<file path="src/rtl/film_pkg.sv">
// Shared types for the film pixel-processing stages: pixel layout,
// default image geometry and the common three-state FSM encoding.
package film_pkg;

  localparam int IMG_W = 256;
  localparam int IMG_H = 256;
  localparam int CH_W  = 8;
  localparam int PIX_W = 3 * CH_W;

  typedef struct packed {
    logic [CH_W-1:0] r;
    logic [CH_W-1:0] g;
    logic [CH_W-1:0] b;
  } pixel_t;

  typedef enum logic [1:0] {
    FILM_IDLE    = 2'd0,
    FILM_CAPTURE = 2'd1,
    FILM_DONE    = 2'd2
  } film_state_e;

  // Lets geometry-dependent logic pick a shift instead of a multiply.
  function automatic bit is_pow2(input int v);
    return (v > 0) && ((v & (v - 1)) == 0);
  endfunction

endpackage

</file>
<file path="src/rtl/film_frame_writer_raster_addr_gen.sv">
// Raster position tracker: column/row counters with wrap, last-pixel flag
// and the linear RAM address of the current position.
module raster_addr_gen
  import film_pkg::*;
#(
  parameter int WIDTH  = IMG_W,
  parameter int HEIGHT = IMG_H,
  parameter int ADDR_W = 16
) (
  input  logic              clk,
  input  logic              rst,
  input  logic              adv,   // a pixel was accepted at the current position
  input  logic              clr,   // return to the top-left corner
  output logic [ADDR_W-1:0] addr,
  output logic              last
);

  localparam int CW = (WIDTH  > 1) ? $clog2(WIDTH)  : 1;
  localparam int RW = (HEIGHT > 1) ? $clog2(HEIGHT) : 1;
  localparam logic [CW-1:0] COL_MAX = CW'(WIDTH - 1);
  localparam logic [RW-1:0] ROW_MAX = RW'(HEIGHT - 1);

  logic [CW-1:0] col_q, col_d;
  logic [RW-1:0] row_q, row_d;

  assign last = (col_q == COL_MAX) && (row_q == ROW_MAX);

  // Next position: clear wins, otherwise step one column and wrap into the next row.
  always_comb begin
    col_d = col_q;
    row_d = row_q;
    if (clr) begin
      col_d = '0;
      row_d = '0;
    end else if (adv) begin
      if (col_q == COL_MAX) begin
        col_d = '0;
        row_d = (row_q == ROW_MAX) ? '0 : row_q + 1'b1;
      end else begin
        col_d = col_q + 1'b1;
      end
    end
  end

  // Position registers.
  always_ff @(posedge clk) begin
    if (rst) begin
      col_q <= '0;
      row_q <= '0;
    end else begin
      col_q <= col_d;
      row_q <= row_d;
    end
  end

  // row*WIDTH+col; a power-of-two width reduces to a shift-and-or.
  generate
    if (is_pow2(WIDTH)) begin : g_shift
      assign addr = (ADDR_W'(row_q) << $clog2(WIDTH)) | ADDR_W'(col_q);
    end else begin : g_mult
      assign addr = ADDR_W'(row_q) * ADDR_W'(WIDTH) + ADDR_W'(col_q);
    end
  endgenerate

endmodule

</file>
<file path="src/rtl/film_frame_writer.sv">
// Frame sink: writes the processed RGB stream into the frame buffer in
// raster order, keeps per-channel sums, reports completion and overruns.
module film_frame_writer
  import film_pkg::*;
#(
  parameter int WIDTH  = IMG_W,
  parameter int HEIGHT = IMG_H,
  parameter int ADDR_W = 16
) (
  input  logic              clk,
  input  logic              rst,
  input  logic [23:0]       pixel_in,
  input  logic              valid_in,
  output logic              mem_we,
  output logic [ADDR_W-1:0] mem_addr,
  output logic [23:0]       mem_wdata,
  output logic [ADDR_W+7:0] sum_r,
  output logic [ADDR_W+7:0] sum_g,
  output logic [ADDR_W+7:0] sum_b,
  output logic              frame_done,
  output logic              busy,
  output logic              overrun
);

  localparam int SW = ADDR_W + 8;

  film_state_e       state_q, state_d;
  logic              mem_we_q, mem_we_d;
  logic [ADDR_W-1:0] mem_addr_q, mem_addr_d;
  logic [23:0]       mem_wdata_q, mem_wdata_d;
  logic [SW-1:0]     sum_r_q, sum_r_d, sum_g_q, sum_g_d, sum_b_q, sum_b_d;
  logic              frame_done_q, frame_done_d;
  logic              busy_q, busy_d;
  logic              overrun_q, overrun_d;

  logic              adv, clr, pos_last;
  logic [ADDR_W-1:0] pos_addr;
  pixel_t            px;

  assign px = pixel_t'(pixel_in);

  raster_addr_gen #(
    .WIDTH (WIDTH),
    .HEIGHT(HEIGHT),
    .ADDR_W(ADDR_W)
  ) u_addr (
    .clk (clk),
    .rst (rst),
    .adv (adv),
    .clr (clr),
    .addr(pos_addr),
    .last(pos_last)
  );

  // FSM next state plus the write/sum/flag updates that go with each state.
  // frame_done is registered off the DONE state, so it lands one cycle after
  // the final write; a pixel offered during DONE is dropped and flagged.
  always_comb begin
    state_d      = state_q;
    mem_we_d     = 1'b0;
    mem_addr_d   = mem_addr_q;
    mem_wdata_d  = mem_wdata_q;
    sum_r_d      = sum_r_q;
    sum_g_d      = sum_g_q;
    sum_b_d      = sum_b_q;
    frame_done_d = 1'b0;
    overrun_d    = overrun_q;
    adv          = 1'b0;
    clr          = 1'b0;
    case (state_q)
      FILM_IDLE: begin
        if (valid_in) begin
          adv         = 1'b1;
          mem_we_d    = 1'b1;
          mem_addr_d  = pos_addr;
          mem_wdata_d = pixel_in;
          sum_r_d     = SW'(px.r);
          sum_g_d     = SW'(px.g);
          sum_b_d     = SW'(px.b);
          state_d     = pos_last ? FILM_DONE : FILM_CAPTURE;
        end
      end
      FILM_CAPTURE: begin
        if (valid_in) begin
          adv         = 1'b1;
          mem_we_d    = 1'b1;
          mem_addr_d  = pos_addr;
          mem_wdata_d = pixel_in;
          sum_r_d     = sum_r_q + SW'(px.r);
          sum_g_d     = sum_g_q + SW'(px.g);
          sum_b_d     = sum_b_q + SW'(px.b);
          if (pos_last) state_d = FILM_DONE;
        end
      end
      FILM_DONE: begin
        clr          = 1'b1;
        frame_done_d = 1'b1;
        if (valid_in) overrun_d = 1'b1;
        state_d      = FILM_IDLE;
      end
      default: begin
        clr     = 1'b1;
        state_d = FILM_IDLE;
      end
    endcase
    busy_d = (state_d == FILM_CAPTURE);
  end

  // State and registered outputs.
  always_ff @(posedge clk) begin
    if (rst) begin
      state_q      <= FILM_IDLE;
      mem_we_q     <= 1'b0;
      mem_addr_q   <= '0;
      mem_wdata_q  <= '0;
      sum_r_q      <= '0;
      sum_g_q      <= '0;
      sum_b_q      <= '0;
      frame_done_q <= 1'b0;
      busy_q       <= 1'b0;
      overrun_q    <= 1'b0;
    end else begin
      state_q      <= state_d;
      mem_we_q     <= mem_we_d;
      mem_addr_q   <= mem_addr_d;
      mem_wdata_q  <= mem_wdata_d;
      sum_r_q      <= sum_r_d;
      sum_g_q      <= sum_g_d;
      sum_b_q      <= sum_b_d;
      frame_done_q <= frame_done_d;
      busy_q       <= busy_d;
      overrun_q    <= overrun_d;
    end
  end

  assign mem_we     = mem_we_q;
  assign mem_addr   = mem_addr_q;
  assign mem_wdata  = mem_wdata_q;
  assign sum_r      = sum_r_q;
  assign sum_g      = sum_g_q;
  assign sum_b      = sum_b_q;
  assign frame_done = frame_done_q;
  assign busy       = busy_q;
  assign overrun    = overrun_q;

endmodule

</file>
<file path="config.mk">
export PLATFORM = sky130hd
export DESIGN_NAME = film_frame_writer
export DESIGN_NICKNAME = d
export VERILOG_FILES = /design/src/rtl/film_pkg.sv /design/src/rtl/film_frame_writer_raster_addr_gen.sv /design/src/rtl/film_frame_writer.sv
export SDC_FILE = /design/constraint.sdc
export NUM_CORES = 1
export LEC_CHECK = 0
export BUFFER_PORTS_ARGS = -buffer_cell sky130_fd_sc_hd__buf_2
export CORE_MARGIN = 1.5
export CORE_UTILIZATION = 59
export DETAILED_ROUTE_END_ITERATION = 8
export MAX_ROUTING_LAYER = met4
export PLACE_DENSITY = 0.82
export SLEW_MARGIN = 20
export SYNTH_ARGS = -nofsm -noshare
export SYNTH_HDL_FRONTEND = slang
export SYNTH_HIERARCHICAL = 1
export SYNTH_SLANG_ARGS = --single-unit
</file>
<file path="constraint.sdc">
create_clock -name clk -period 4.5 [get_ports clk]
set_input_delay 0.9 -clock clk [delete_from_list [all_inputs] [get_ports clk]]
set_output_delay 0.9 -clock clk [all_outputs]
set_load 0.02 [all_outputs]
</file>
### Word level (Yosys, flattened, before mapping)

Cells that the tools add are included.

* $add $sub $neg: 5
* multiply operators: 0
* divide/modulo/power cells: 0
* $lt $le $gt $ge: 0
* equality and inequality tests: 7
* shift-type cells: 0
* multiplexer cells: 19
* bitwise operators: 2
* reduce and logical (&&, ||, !) cells: 9

Operator list (number)
* 24-bit two-way mux: 6
* 24-bit case mux with 2 select lines: 3
* 24-bit by 8-bit adder with 24-bit output: 3
* 8-bit by 1-bit adder with 8-bit output (second input constant): 2
* 8-bit equality test (second input constant): 2
* 8-bit two-way mux: 2
* 16-bit by 8-bit bitwise OR with 16-bit output: 1
* 2-bit two-way mux: 4
* 2-bit AND reduction: 3
* 2-bit by 1-bit equality test with 1-bit output (second input constant): 2
* 2-bit != test (second input constant): 2
* 2-bit case mux with 2 select lines: 1
* 2-bit OR reduction: 2
* 1-bit two-way mux: 3
* 3-bit AND reduction: 1
* 2-bit equality test (second input constant): 1
* 2-bit logical NOT: 1
* 2-bit nonzero test: 1
* 1-bit logical AND: 1
* 1-bit NOT: 1

* register bits: 134
* latch bits: 0
* memory bits (writable): 0
* bits in read-only memories: 0
* output and inout bits: 116
* memories kept: 0

### Depth between registers and ports, before layout

Gate-level depths: netlist (run 1).

* depth after elaboration: 6
* gate-level depth with buffers: 9
* depth with buffers taken out: 7

### Modules after synthesis

Netlist (run 1), hierarchy kept.

By module, submodules not included
* film_frame_writer: instances 1, cells an instance 706, area an instance 5825.6 µm²
* raster_addr_gen: instances 1, cells an instance 91, area an instance 809.5 µm²

### Least setup slack after synthesis (run 1)

Ideal clock, no wire load.

* path type: input to register
* from: input port pixel_in[0]
* to: register sum_b_q[10], in the netlist sum_b[10]
* library setup time: 128 ps
* data arrival time: 2618 ps
* required time: 4372 ps
* setup slack: 1754 ps
* stages on the path: 8
* cells stage by stage: ha_1 > fa_1 > a21o_1 > a221oi_1 > o22a_1 > buf_2 > xnor2_1 > nor2_1

* cells in the longest elaborated chain, start to end: 3

Ends and longest elaborated chain
* start: declaration: RTL line film_frame_writer.sv:12 `input logic [23:0] pixel_in,`
* 24-bit by 8-bit adder with 24-bit output: RTL line film_frame_writer.sv:91 `sum_b_d = sum_b_q + SW'(px.b);`
* 24-bit two-way mux: RTL line film_frame_writer.sv:84 `if (valid_in) begin`
* 24-bit case mux with 2 select lines: RTL line film_frame_writer.sv:70 `case (state_q)`
* end signal: assignment: RTL line film_frame_writer.sv:129 `sum_b_q <= sum_b_d;`
* end: declaration: RTL line film_frame_writer.sv:31 `logic [SW-1:0] sum_r_q, sum_r_d, sum_g_q, sum_g_d, sum_b_q, sum_b_d;`

No other way between the ends. The select of a mux whose other input is x is not followed.
A chain may end at the register's enable or synchronous reset.

### Worst setup path in the final report (run 1)

* from: input port valid_in
* to: register u_addr.row_q[3]

* cells in the longest elaborated chain, start to end: 3

Ends and longest elaborated chain
* start: declaration: RTL line film_frame_writer.sv:13 `input logic valid_in,`
* 1-bit two-way mux: RTL line film_frame_writer.sv:72, film_frame_writer.sv:84
* 1-bit two-way mux
* 2-bit AND reduction (no source line)
* end signal: assignment: RTL line film_frame_writer_raster_addr_gen.sv:52 `row_q <= row_d;`
* end: declaration: RTL line film_frame_writer_raster_addr_gen.sv:24 `logic [RW-1:0] row_q, row_d;`

No other way between the ends.

==> flow_summary.toml, run 1 <==
[die]
top_level_ports = 143
std_cell_rows = 38
initial_utilization_pct = 60.94
fp.dieH_um = 109.0
fp.dieW_um = 109.0
die-area_um2 = 11890
design.core.area_um2 = 10890

[setup_path]
critical_path.startpoint = "valid_in"
timing.critical_path.from_type = "input port"
rr_startpoint = "state_q[1]"
critical_path.endpoint = "u_addr/row_q[3]"
worst_ep_arrival_time_ns = 3.48
crit_fanout = 54
critical_path.endpoint_type = "flip-flop"
reg2reg_slack_ns = 1.52
critPathKind = "input port to flip-flop"
crit_slowest_cell = "inv_2"
crit_chain = "buf_2, nand2b_2, inv_2, buf_4, nand4_2, nor2_4, a31oi_1, a311oi_1"
cpPeakStageDelay_ns = 0.59
path_buf_inv = 3
worst_r2r_path_depth = 7
critical_path_cell_count = 8
required_ns = 4.93
worst_r2r_endpoint = "u_addr/row_q[3]"
critical-path-top-delay-family = "buffers and inverters"

[grt]
via_count_of_the_first_global_routing_pass = 5968
track_usage_pct = 30.50
grt_remaining_overflow = 0
maximum_number_of_pins_on_one_net_before_global_route_repair = 72
grt_antenna_before_repair = 0
global_route_wire_length_before_repair_um = 28010

[clock_network]
cts_buffer_count = 17
cts_tree = "yes"
worst_skew_pair.late_latency_ns = 0.53
clkTransAtPathRegs_ns = 0.06
clkSinkCount = 134
cts_hold_buffers = 0
cts_post_setup_buffers_inserted = 0
cts_repair_resize_count = 0
cts-htree-levels = 4
cts_root_buf = "clkbuf_8"
buffer_levels_on_the_longest_clock_path = 2

[route]
drt-pass1-iter-count = 5
routed_wire_length_per_instance_um = 16.27
dr.first_iter.drc_count = 483
remaining_drc_errors = 0
dr_total_vias = 6576
wirelength_um = 17470
detail_route.vias_per_cell = 6.123
ant_nets = 0

[synthesis]
yosysWarnings = 6
syn-instance-count = 797
ys_types = 62
synth_area_leaders = "dfxtp_1, a21oi_1, nand2_1"
synth_top_flop_cell = "dfxtp_1"
mappedNetlistArea_um2 = 6635
synth.yosys.seq_area_share_pct = 40.43
synth_enable_flop_cells = 0
synth.net_count = 853
synth_area_leader_cell = "dfxtp_1"
synthArstFlopShare_pct = 0
synthesis.area_per_instance_um2 = 8.325
yosysTopAreaCellShare_pct = 40.43
yosys_register_bits = 134

[placement]
pre_cts_ws_ns = 0.9527
placed_cells_incl_taps = 1042
dp.final_hpwl_um = 11880
gp_congestion = 0.8514
place.port_buffers = 142

[power]
seq_power_share_pct = 40.3
vdd.ir_drop.worst_uv = 198.4
p_leak_nw = 3.348
portion_of_total_power_attributed_to_combinational_logic_pct = 12.9
sw_frac_of_total_pct = 25.48
total_switching_power_uw = 791.4
pwr-share-clk_pct = 46.7
cellInternalPower_mw = 2.315
power_per_cell_area_nw_per_um2 = 387.3

[sta]
hold_violations = 0
worst-slew-pin-transition_ns = 1.036
timing.fmax_mhz = 328.1
finalWorstPathRequiredPeriod_ns = 3.048
final_max_slew_viol_count = 0
finalHoldWorstSlack_ns = 0.4496
maxSlewHeadroom_pct = 30.65
setup_repair_after_global_routing_missed_its_margin = "no"
totalNegativeSetupSlack_ns = 0
clock_skew_ns = 0.01054
min_period_over_period_pct = 67.73
layout_setup_ws_ns = 1.452
finalSetupViolations = 0

[final_layout]
insertedDiodeCount = 0
fin_nets = 977
fraction_of_layout_cells_with_a_size_suffix_above_1_pct = 21.41
instances_no_fill = 1074
area_delta_synth_final_pct = 20.86

[flow_run]
maxcap_viol_count = 0

[worst_hold_path]
holdCritPathClass = "flip-flop to flip-flop"

[outcome]
run_status = "complete, no violations"
==> metal layers <==
layer	global-route usage [%]	vias up	part of all wire [%]
li1	-	3147	-
met1	38.05	3135	42
met2	49.78	265	49
met3	4.901	29	6.9
met4	11.09	0	1.8
met5	-	-	0
==> worst reg2reg max path, stage by stage, from the launching register on <==
cell	delay, ns
dfxtp_1	0.35
nand2b_2	0.42
inv_2	0.60
buf_4	0.58
nand4_2	0.31
nor2_4	0.25
a31oi_1	0.12
a311oi_1	0.26
==> cell usage after synthesis (all sizes together) (4+ instances only) <==
cell type,count
nand4,15
ha,26
or3,34
xor2,9
and3,14
nand2b,4
nand3,20
a211oi,19
dfxtp,134
mux2i,19
and4,11
a21oi,113
or2,9
buf,6
o31ai,12
a21o,11
nor3,11
nor4,4
clkbuf,36
o21ai,38
nand2,120
nor2,47
inv,11
or4,11
xnor2,16
==> final cells by class <==
type	count	area (um2)
multi-input combinational	610	3756
clock inverter	8	145.1
clock buffer	24	470.5
sequential	134	2683
fill	822	2869
timing repair buffer	147	748.2
inverter	11	41.29
tap	140	175.2
==> power groups by stage <==
stage | clock network, mW | logic, mW | registers, mW
6_report | 1.45 | 0.402 | 1.25
3_5_place_dp | 0 | 0.393 | 1.28
3_3_place_gp | 0 | 0.378 | 1.27
2_1_floorplan | 0 | 0.243 | 1.31
5_1_grt | 1.52 | 0.442 | 1.26
4_1_cts | 1.46 | 0.398 | 1.25
==> logic make-up after synthesis <==
| kind of cell | share of synthesized area, % |
|---|---|
| AOI/OAI and AO/OA | 20.69 |
| xor gates and xnor gates | 3.300 |
| adders and majority gates | 5.808 |
| buffers and inverters | 3.093 |
| DFF | 40.43 |
| muxes | 2.866 |
| and+or+nand+nor | 23.82 |
==> worst min path at each step <==
stage / start / to / slack, ns / depth (start not counted)
after detailed placement: mem_wdata[13] / mem_wdata[13] / 0.44 / 2
after floorplan: u_addr/col_q[3] / mem_addr[3] / 0.43 / 2
after global placement: mem_wdata[10] / mem_wdata[10] / 0.44 / 2
after global routing: mem_wdata[13] / mem_wdata[13] / 0.47 / 2
after CTS: mem_wdata[13] / mem_wdata[13] / 0.45 / 2
final: mem_wdata[11] / mem_wdata[11] / 0.45 / 2
==> state kept, by name (all words and copies together) (netlist names) <==
signal and flops:
mem_wdata 24, sum_r 24, sum_b 24, state_q 2
busy 1, mem_we 1, overrun 1, u_addr/row_q 8
u_addr/col_q 8, mem_addr 16, frame_done 1, sum_g 24
==> stage by stage <==
stage,utilization [%],instance area (um2),power [mW]
detailed placement,67.94,7397,1.670
global route,73.65,8019,3.217
finish,73.65,8019,3.106
CTS,73.59,8013,3.106
global placement,67.94,7397,1.652
floorplan,-,6635,1.556
==> placed cells by master (no fill, tap or decap), types with 4 or more instances in the layout <==
master / n
or4_1: 10
a21o_1: 11
mux2i_1: 19
or3_1: 30
nor3_1: 11
nand2_1: 119
xor2_1: 9
clkbuf_16: 16
inv_1: 10
a21oi_1: 113
clkbuf_1: 4
buf_4: 5
nand4_1: 12
and3_1: 14
xnor2_1: 16
o31ai_1: 12
ha_1: 26
a211oi_1: 19
buf_2: 142
and4_1: 11
nand3_1: 20
or2_2: 8
clkbuf_8: 4
bufinv_16: 4
o21ai_0: 37
nor2_1: 46
dfxtp_1: 134
Power figures use the tool's default switching activity.
==> run 2: changes to the inputs <==
--- a/config.mk
+++ b/config.mk
@@ -5,12 +5,13 @@
 export SDC_FILE = /design/constraint.sdc
 export NUM_CORES = 1
 export LEC_CHECK = 0
+export ABC_AREA = 1
 export BUFFER_PORTS_ARGS = -buffer_cell sky130_fd_sc_hd__buf_2
 export CORE_MARGIN = 1.5
-export CORE_UTILIZATION = 59
+export CORE_UTILIZATION = 51
 export DETAILED_ROUTE_END_ITERATION = 8
 export MAX_ROUTING_LAYER = met4
-export PLACE_DENSITY = 0.82
+export PLACE_DENSITY = 0.73
 export SLEW_MARGIN = 20
 export SYNTH_ARGS = -nofsm -noshare
 export SYNTH_HDL_FRONTEND = slang
==> constraint.sdc (replaced) <==
create_clock -name clk -period 2.8 [get_ports clk]
set_input_delay 0.56 -clock clk [delete_from_list [all_inputs] [get_ports clk]]
set_output_delay 0.56 -clock clk [all_outputs]
set_load 0.02 [all_outputs]
==> flow_summary.toml, run 2 <==
[sta]
clock_skew_ns = 0.008479
final_max_slew_viol_count = 0
finalSetupViolations = 0
maxSlewHeadroom_pct = 68.78
finalWorstPathRequiredPeriod_ns = 2.021
worst-slew-pin-transition_ns = 0.4683
timing.fmax_mhz = 494.8
layout_setup_ws_ns = 0.7791
finalHoldWorstSlack_ns = 0.4221
min_period_over_period_pct = 72.17
hold_violations = 0
totalNegativeSetupSlack_ns = 0
setup_repair_after_global_routing_missed_its_margin = "no"

[route]
drt-pass1-iter-count = 5
routed_wire_length_per_instance_um = 13.06
remaining_drc_errors = 0
ant_nets = 0
dr_total_vias = 7366
wirelength_um = 18670
detail_route.vias_per_cell = 5.151
dr.first_iter.drc_count = 440

[grt]
maximum_number_of_pins_on_one_net_before_global_route_repair = 56
via_count_of_the_first_global_routing_pass = 6821
global_route_wire_length_before_repair_um = 31340
track_usage_pct = 26.63
grt_remaining_overflow = 0
grt_antenna_before_repair = 0

[synthesis]
synth_enable_flop_cells = 0
syn-instance-count = 1100
mappedNetlistArea_um2 = 7405
synth_common_cells = "nand2_1, nor2_1, dfxtp_1"
synth_top_flop_cell = "dfxtp_1"
synthArstFlopShare_pct = 0
synth.yosys.seq_area_share_pct = 36.23
synthesis.area_per_instance_um2 = 6.731
synth.net_count = 1156
post-synth-top-count-cell = "nand2_1"
ys_types = 51
yosysTopAreaCellShare_pct = 36.23
synth_area_leaders = "dfxtp_1, nand2_1, nor2_1"
yosys_register_bits = 134
yosysWarnings = 6
synth_area_leader_cell = "dfxtp_1"

[setup_path]
worst_ep_arrival_time_ns = 2.34
critical_path.endpoint_type = "flip-flop"
worst_r2r_path_depth = 8
timing.critical_path.from_type = "flip-flop"
reg2reg_slack_ns = 0.78
required_ns = 3.11
critPathKind = "flip-flop to flip-flop"
crit_fanout = 16
rr_startpoint = "state_q[0]"
worst_r2r_endpoint = "sum_g[4]"

[clock_network]
cts_post_setup_buffers_inserted = 0
cts_tree = "yes"
cts_buffer_count = 17
clkSinkCount = 134
cts_root_buf = "clkbuf_16"
worst_skew_pair.late_latency_ns = 0.42
cts_repair_resize_count = 0
clkTransAtPathRegs_ns = 0.06
cts_hold_buffers = 0
buffer_levels_on_the_longest_clock_path = 2
cts-htree-levels = 4

[final_layout]
insertedDiodeCount = 0
fraction_of_layout_cells_with_a_size_suffix_above_1_pct = 17.76
layout_common_cells = "nand2_1, nor2_1, buf_2"
area_delta_synth_final_pct = 19.26
fin_nets = 1293
layout.cells.most_common = "nand2_1"
regArea_um2 = 2683
fin_util_pct = 62.89
multiInputGateArea_um2 = 4038
n_fill_cell = 1334

[placement]
gp_congestion = 0.9139
place.port_buffers = 142
dp.final_hpwl_um = 13360
pre_cts_ws_ns = 0.6258

[flow_run]
maxcap_viol_count = 0

[power]
p_leak_nw = 4.309
power_per_cell_area_nw_per_um2 = 584.4
post-layout-total-power_mw = 5.160
vdd.ir_drop.worst_uv = 487.7

[die]
fp.dieW_um = 123.5
design.core.area_um2 = 14040
initial_utilization_pct = 52.73
std_cell_rows = 43
top_level_ports = 143
fp.dieH_um = 123.5
die-area_um2 = 15250

[worst_hold_path]
instance_count_along_the_most_critical_hold_path = 3
hold_path_origin = "pixel_in[0]"
holdCritPathClass = "input port to flip-flop"
whs_endpoint = "sum_b[0]"

[outcome]
run_status = "complete, no violations"
## run 2: logic make-up after synthesis
kind of cell | Yosys count | synth area share, %
AND/OR/NAND/NOR | 607 | 35.99
AO/OA/AOI/OAI | 172 | 12.86
buffers and inverters | 154 | 9.243
flip-flops | 134 | 36.23
adder cells (fa/ha/maj) | 29 | 5.204
XOR/XNOR | 4 | 0.4731
## run 2: how the worst max path moves through the flow
stage                            start        end  slack [ns]  depth (start not counted)
final                       state_q[0]   sum_g[4]        0.78                          8
after global routing        state_q[0]   sum_r[3]        0.61                          8
after CTS                   state_q[0]   sum_g[4]        0.79                          8
after detailed placement  pixel_in[16]   sum_r[6]        0.63                         12
after global placement     pixel_in[0]  sum_b[22]        0.65                         11
after floorplan           pixel_in[16]   sum_r[6]        0.87                         11
## run 2: cell type report
cell class | count | area share [%]
Clock inverter | 7 | 1.587
Timing Repair Buffer | 149 | 8.643
Multi-Input combinational cell | 812 | 45.72
Sequential cell | 134 | 30.38
Inverter | 123 | 5.398
Clock buffer | 25 | 5.724
Tap cell | 180 | 2.550
## run 2: layer usage
layer / wire [um] / share of wire [%] / vias up / GRT usage (%)
met5: 0 / 0 / - / -
met4: 289 / 1.5 / 0 / 9.411
met3: 906 / 4.9 / 22 / 5.304
met2: 8817 / 47 / 184 / 43.37
met1: 8659 / 46 / 3339 / 32.91
li1: - / - / 3821 / -
## run 2: critical path, cell delays in order, from the launching register on
cell     delay (ns)
dfxtp_1        0.48
inv_2          0.13
nor2_4         0.38
inv_2          0.27
nor2_4         0.15
inv_2          0.12
nor3_1         0.22
or2_1          0.13
inv_1          0.04
## run 2: power breakdown
part / switching, mW / internal, mW / total [mW]
sequential: 0.0539 / 1.98 / 2.03
clock: 0.815 / 1.61 / 2.42
combinational: 0.470 / 0.232 / 0.702
total: 1.34 / 3.82 / 5.16
## run 2: through the flow
step                      cell area (um2)  cells
final                                8831   1430
after CTS                            8831   1430
after global placement               8185   1398
after global routing                 8831   1430
after detailed placement             8185   1398
after floorplan                      7405   1100
==> run 3: changes to the inputs <==
--- a/config.mk
+++ b/config.mk
@@ -8,10 +8,10 @@
 export ABC_AREA = 1
 export BUFFER_PORTS_ARGS = -buffer_cell sky130_fd_sc_hd__buf_2
 export CORE_MARGIN = 1.5
-export CORE_UTILIZATION = 51
+export CORE_UTILIZATION = 56
 export DETAILED_ROUTE_END_ITERATION = 8
 export MAX_ROUTING_LAYER = met4
-export PLACE_DENSITY = 0.73
+export PLACE_DENSITY = 0.77
 export SLEW_MARGIN = 20
 export SYNTH_ARGS = -nofsm -noshare
 export SYNTH_HDL_FRONTEND = slang
==> constraint.sdc (replaced) <==
create_clock -name clk -period 2 [get_ports clk]
set_input_delay 0.4 -clock clk [delete_from_list [all_inputs] [get_ports clk]]
set_output_delay 0.4 -clock clk [all_outputs]
set_load 0.02 [all_outputs]
==> flow_summary.toml, run 3 (synthesis results as in run 2) <==
[clock_network]
cts_tree = "yes"
clkTransAtPathRegs_ns = 0.05
worst_skew_pair.late_latency_ns = 0.42
cts_root_buf = "clkbuf_16"
cts_buffer_count = 17
cts_hold_buffers = 0
cts_repair_resize_count = 0
clkSinkCount = 134
cts-htree-levels = 4
buffer_levels_on_the_longest_clock_path = 2
cts_post_setup_buffers_inserted = 0

[final_layout]
insertedDiodeCount = 0
n_fill_cell = 1149
area_delta_synth_final_pct = 19.30
stdcell_area_um2 = 8833
fraction_of_layout_cells_with_a_size_suffix_above_1_pct = 18.07
layout_common_cells = "nand2_1, nor2_1, buf_2"
layout.cells.most_common = "nand2_1"
fin_nets = 1302

[grt]
grt_remaining_overflow = 0
grt_antenna_before_repair = 0
maximum_number_of_pins_on_one_net_before_global_route_repair = 63
grtUsageMet2_pct = 46.09
highest_utilization_routing_layer_at_the_global_route_stage = "met2"
global_route_wire_length_before_repair_um = 30990
via_count_of_the_first_global_routing_pass = 6742
globalRouteMet1Util_pct = 34.09
grt_use_met3_pct = 5.717
track_usage_pct = 28.05

[setup_path]
worst_ep_arrival_time_ns = 2.12
crit_slowest_cell = "fa_1"
crit_fanout = 6
critical_path.endpoint_type = "flip-flop"
required_ns = 2.31
timing.critical_path.from_type = "flip-flop"
critPathKind = "flip-flop to flip-flop"
cpPeakStageDelay_ns = 0.39
timing.critical_path.mode_cell = "nand2_1"
crit_chain = "ha_1, fa_1, nand2_1, nand3_1, nand3_1, nand2_2, nand2_4, nor2_2, nand2_1, nand2_1, nand2_1, nor2_1"

[flow_run]
maxcap_viol_count = 0

[sta]
clock_skew_ns = 0.007816
maxSlewHeadroom_pct = 67.11
timing.fmax_mhz = 554.8
totalNegativeSetupSlack_ns = 0
finalWorstPathRequiredPeriod_ns = 1.802
finalSetupViolations = 0
final_max_slew_viol_count = 0
hold_violations = 0
setup_repair_after_global_routing_missed_its_margin = "no"
layout_setup_ws_ns = 0.1976
min_period_over_period_pct = 90.12
worst-slew-pin-transition_ns = 0.4934

[outcome]
run_status = "complete, no violations"

[route]
ant_nets = 0
dr.first_iter.drc_count = 470
routed_wire_length_per_instance_um = 13.14
drt-pass1-iter-count = 5
dr_total_vias = 7531
detail_route.vias_per_cell = 5.274
remaining_drc_errors = 0
wirelength_um = 18770

[die]
initial_utilization_pct = 57.97
die-area_um2 = 13920
std_cell_rows = 41
design.core.area_um2 = 12770
top_level_ports = 143
fp.dieH_um = 118.0
fp.dieW_um = 118.0

[power]
power_per_cell_area_nw_per_um2 = 779.8
p_leak_nw = 4.331
vdd.ir_drop.worst_uv = 575.0

[worst_hold_path]
holdCritPathClass = "input port to flip-flop"

[placement]
place.port_buffers = 142
place_area_um2 = 8268
pre_cts_ws_ns = 0.002103
gp_congestion = 0.9215
dp.final_hpwl_um = 13350
## run 3: cell types whose count changed in the layout (fill, tap and decap cells not counted), sizes merged
| cell | before | now |
|---|---|---|
| buf | 149 | 158 |
| bufinv | 4 | 2 |
| clkinvlp | 2 | 0 |
| clkinv | 2 | 3 |
## run 3: where the power goes
group / internal, mW / switching [mW] / total [mW]
logic: 0.345 / 0.666 / 1.01
registers: 2.77 / 0.0756 / 2.85
clock network: 1.94 / 1.09 / 3.03
total: 5.06 / 1.83 / 6.89
## run 3: cell type report
class / instances / area (um2) / share of cell area [%]
clock buffers: 25 / 495.5 / 5.609
clock inverters: 4 / 70.07 / 0.7932
inverters: 123 / 476.7 / 5.397
multi-input cells: 812 / 4038 / 45.71
flip-flops and latches: 134 / 2683 / 30.37
well taps: 172 / 215.2 / 2.436
repair buffers: 158 / 855.8 / 9.688
## run 3: worst paths after layout
kind / startpoint / slack (ns) / depth (start not counted) / to
worst max-delay path: sum_r[0] / 0.20 / 12 / sum_r[18]
worst min-delay path: pixel_in[15] / 0.26 / 3 / mem_wdata[15]
worst min register to register: mem_wdata[14] / 0.46 / 2 / mem_wdata[14]
worst max register to register: sum_r[0] / 0.20 / 12 / sum_r[18]
## run 3: metal layers
layer	routed length, um	part of all wire, %
met5	0	0
met1	8360	45
met2	8877	47
met3	1145	6.1
met4	386	2.1
## run 3: worst max-delay path: cells and delay by family (launching register included)
kind,cells,cell delay [ns]
adder cells (fa/ha/maj),2,0.61
flip-flops,1,0.35
AND/OR/NAND/NOR,10,0.75
## run 3: stage by stage
step	cells	total power [mW]	utilization, %	hold WS, ns
after floorplan	1100	3.609	-	0.4464
after CTS	1428	6.912	69.15	0.2528
after global routing	1428	7.160	69.15	0.2717
after detailed placement	1399	3.906	64.73	0.4567
after global placement	1399	3.890	64.73	0.4515
final	1428	6.888	69.15	0.2600
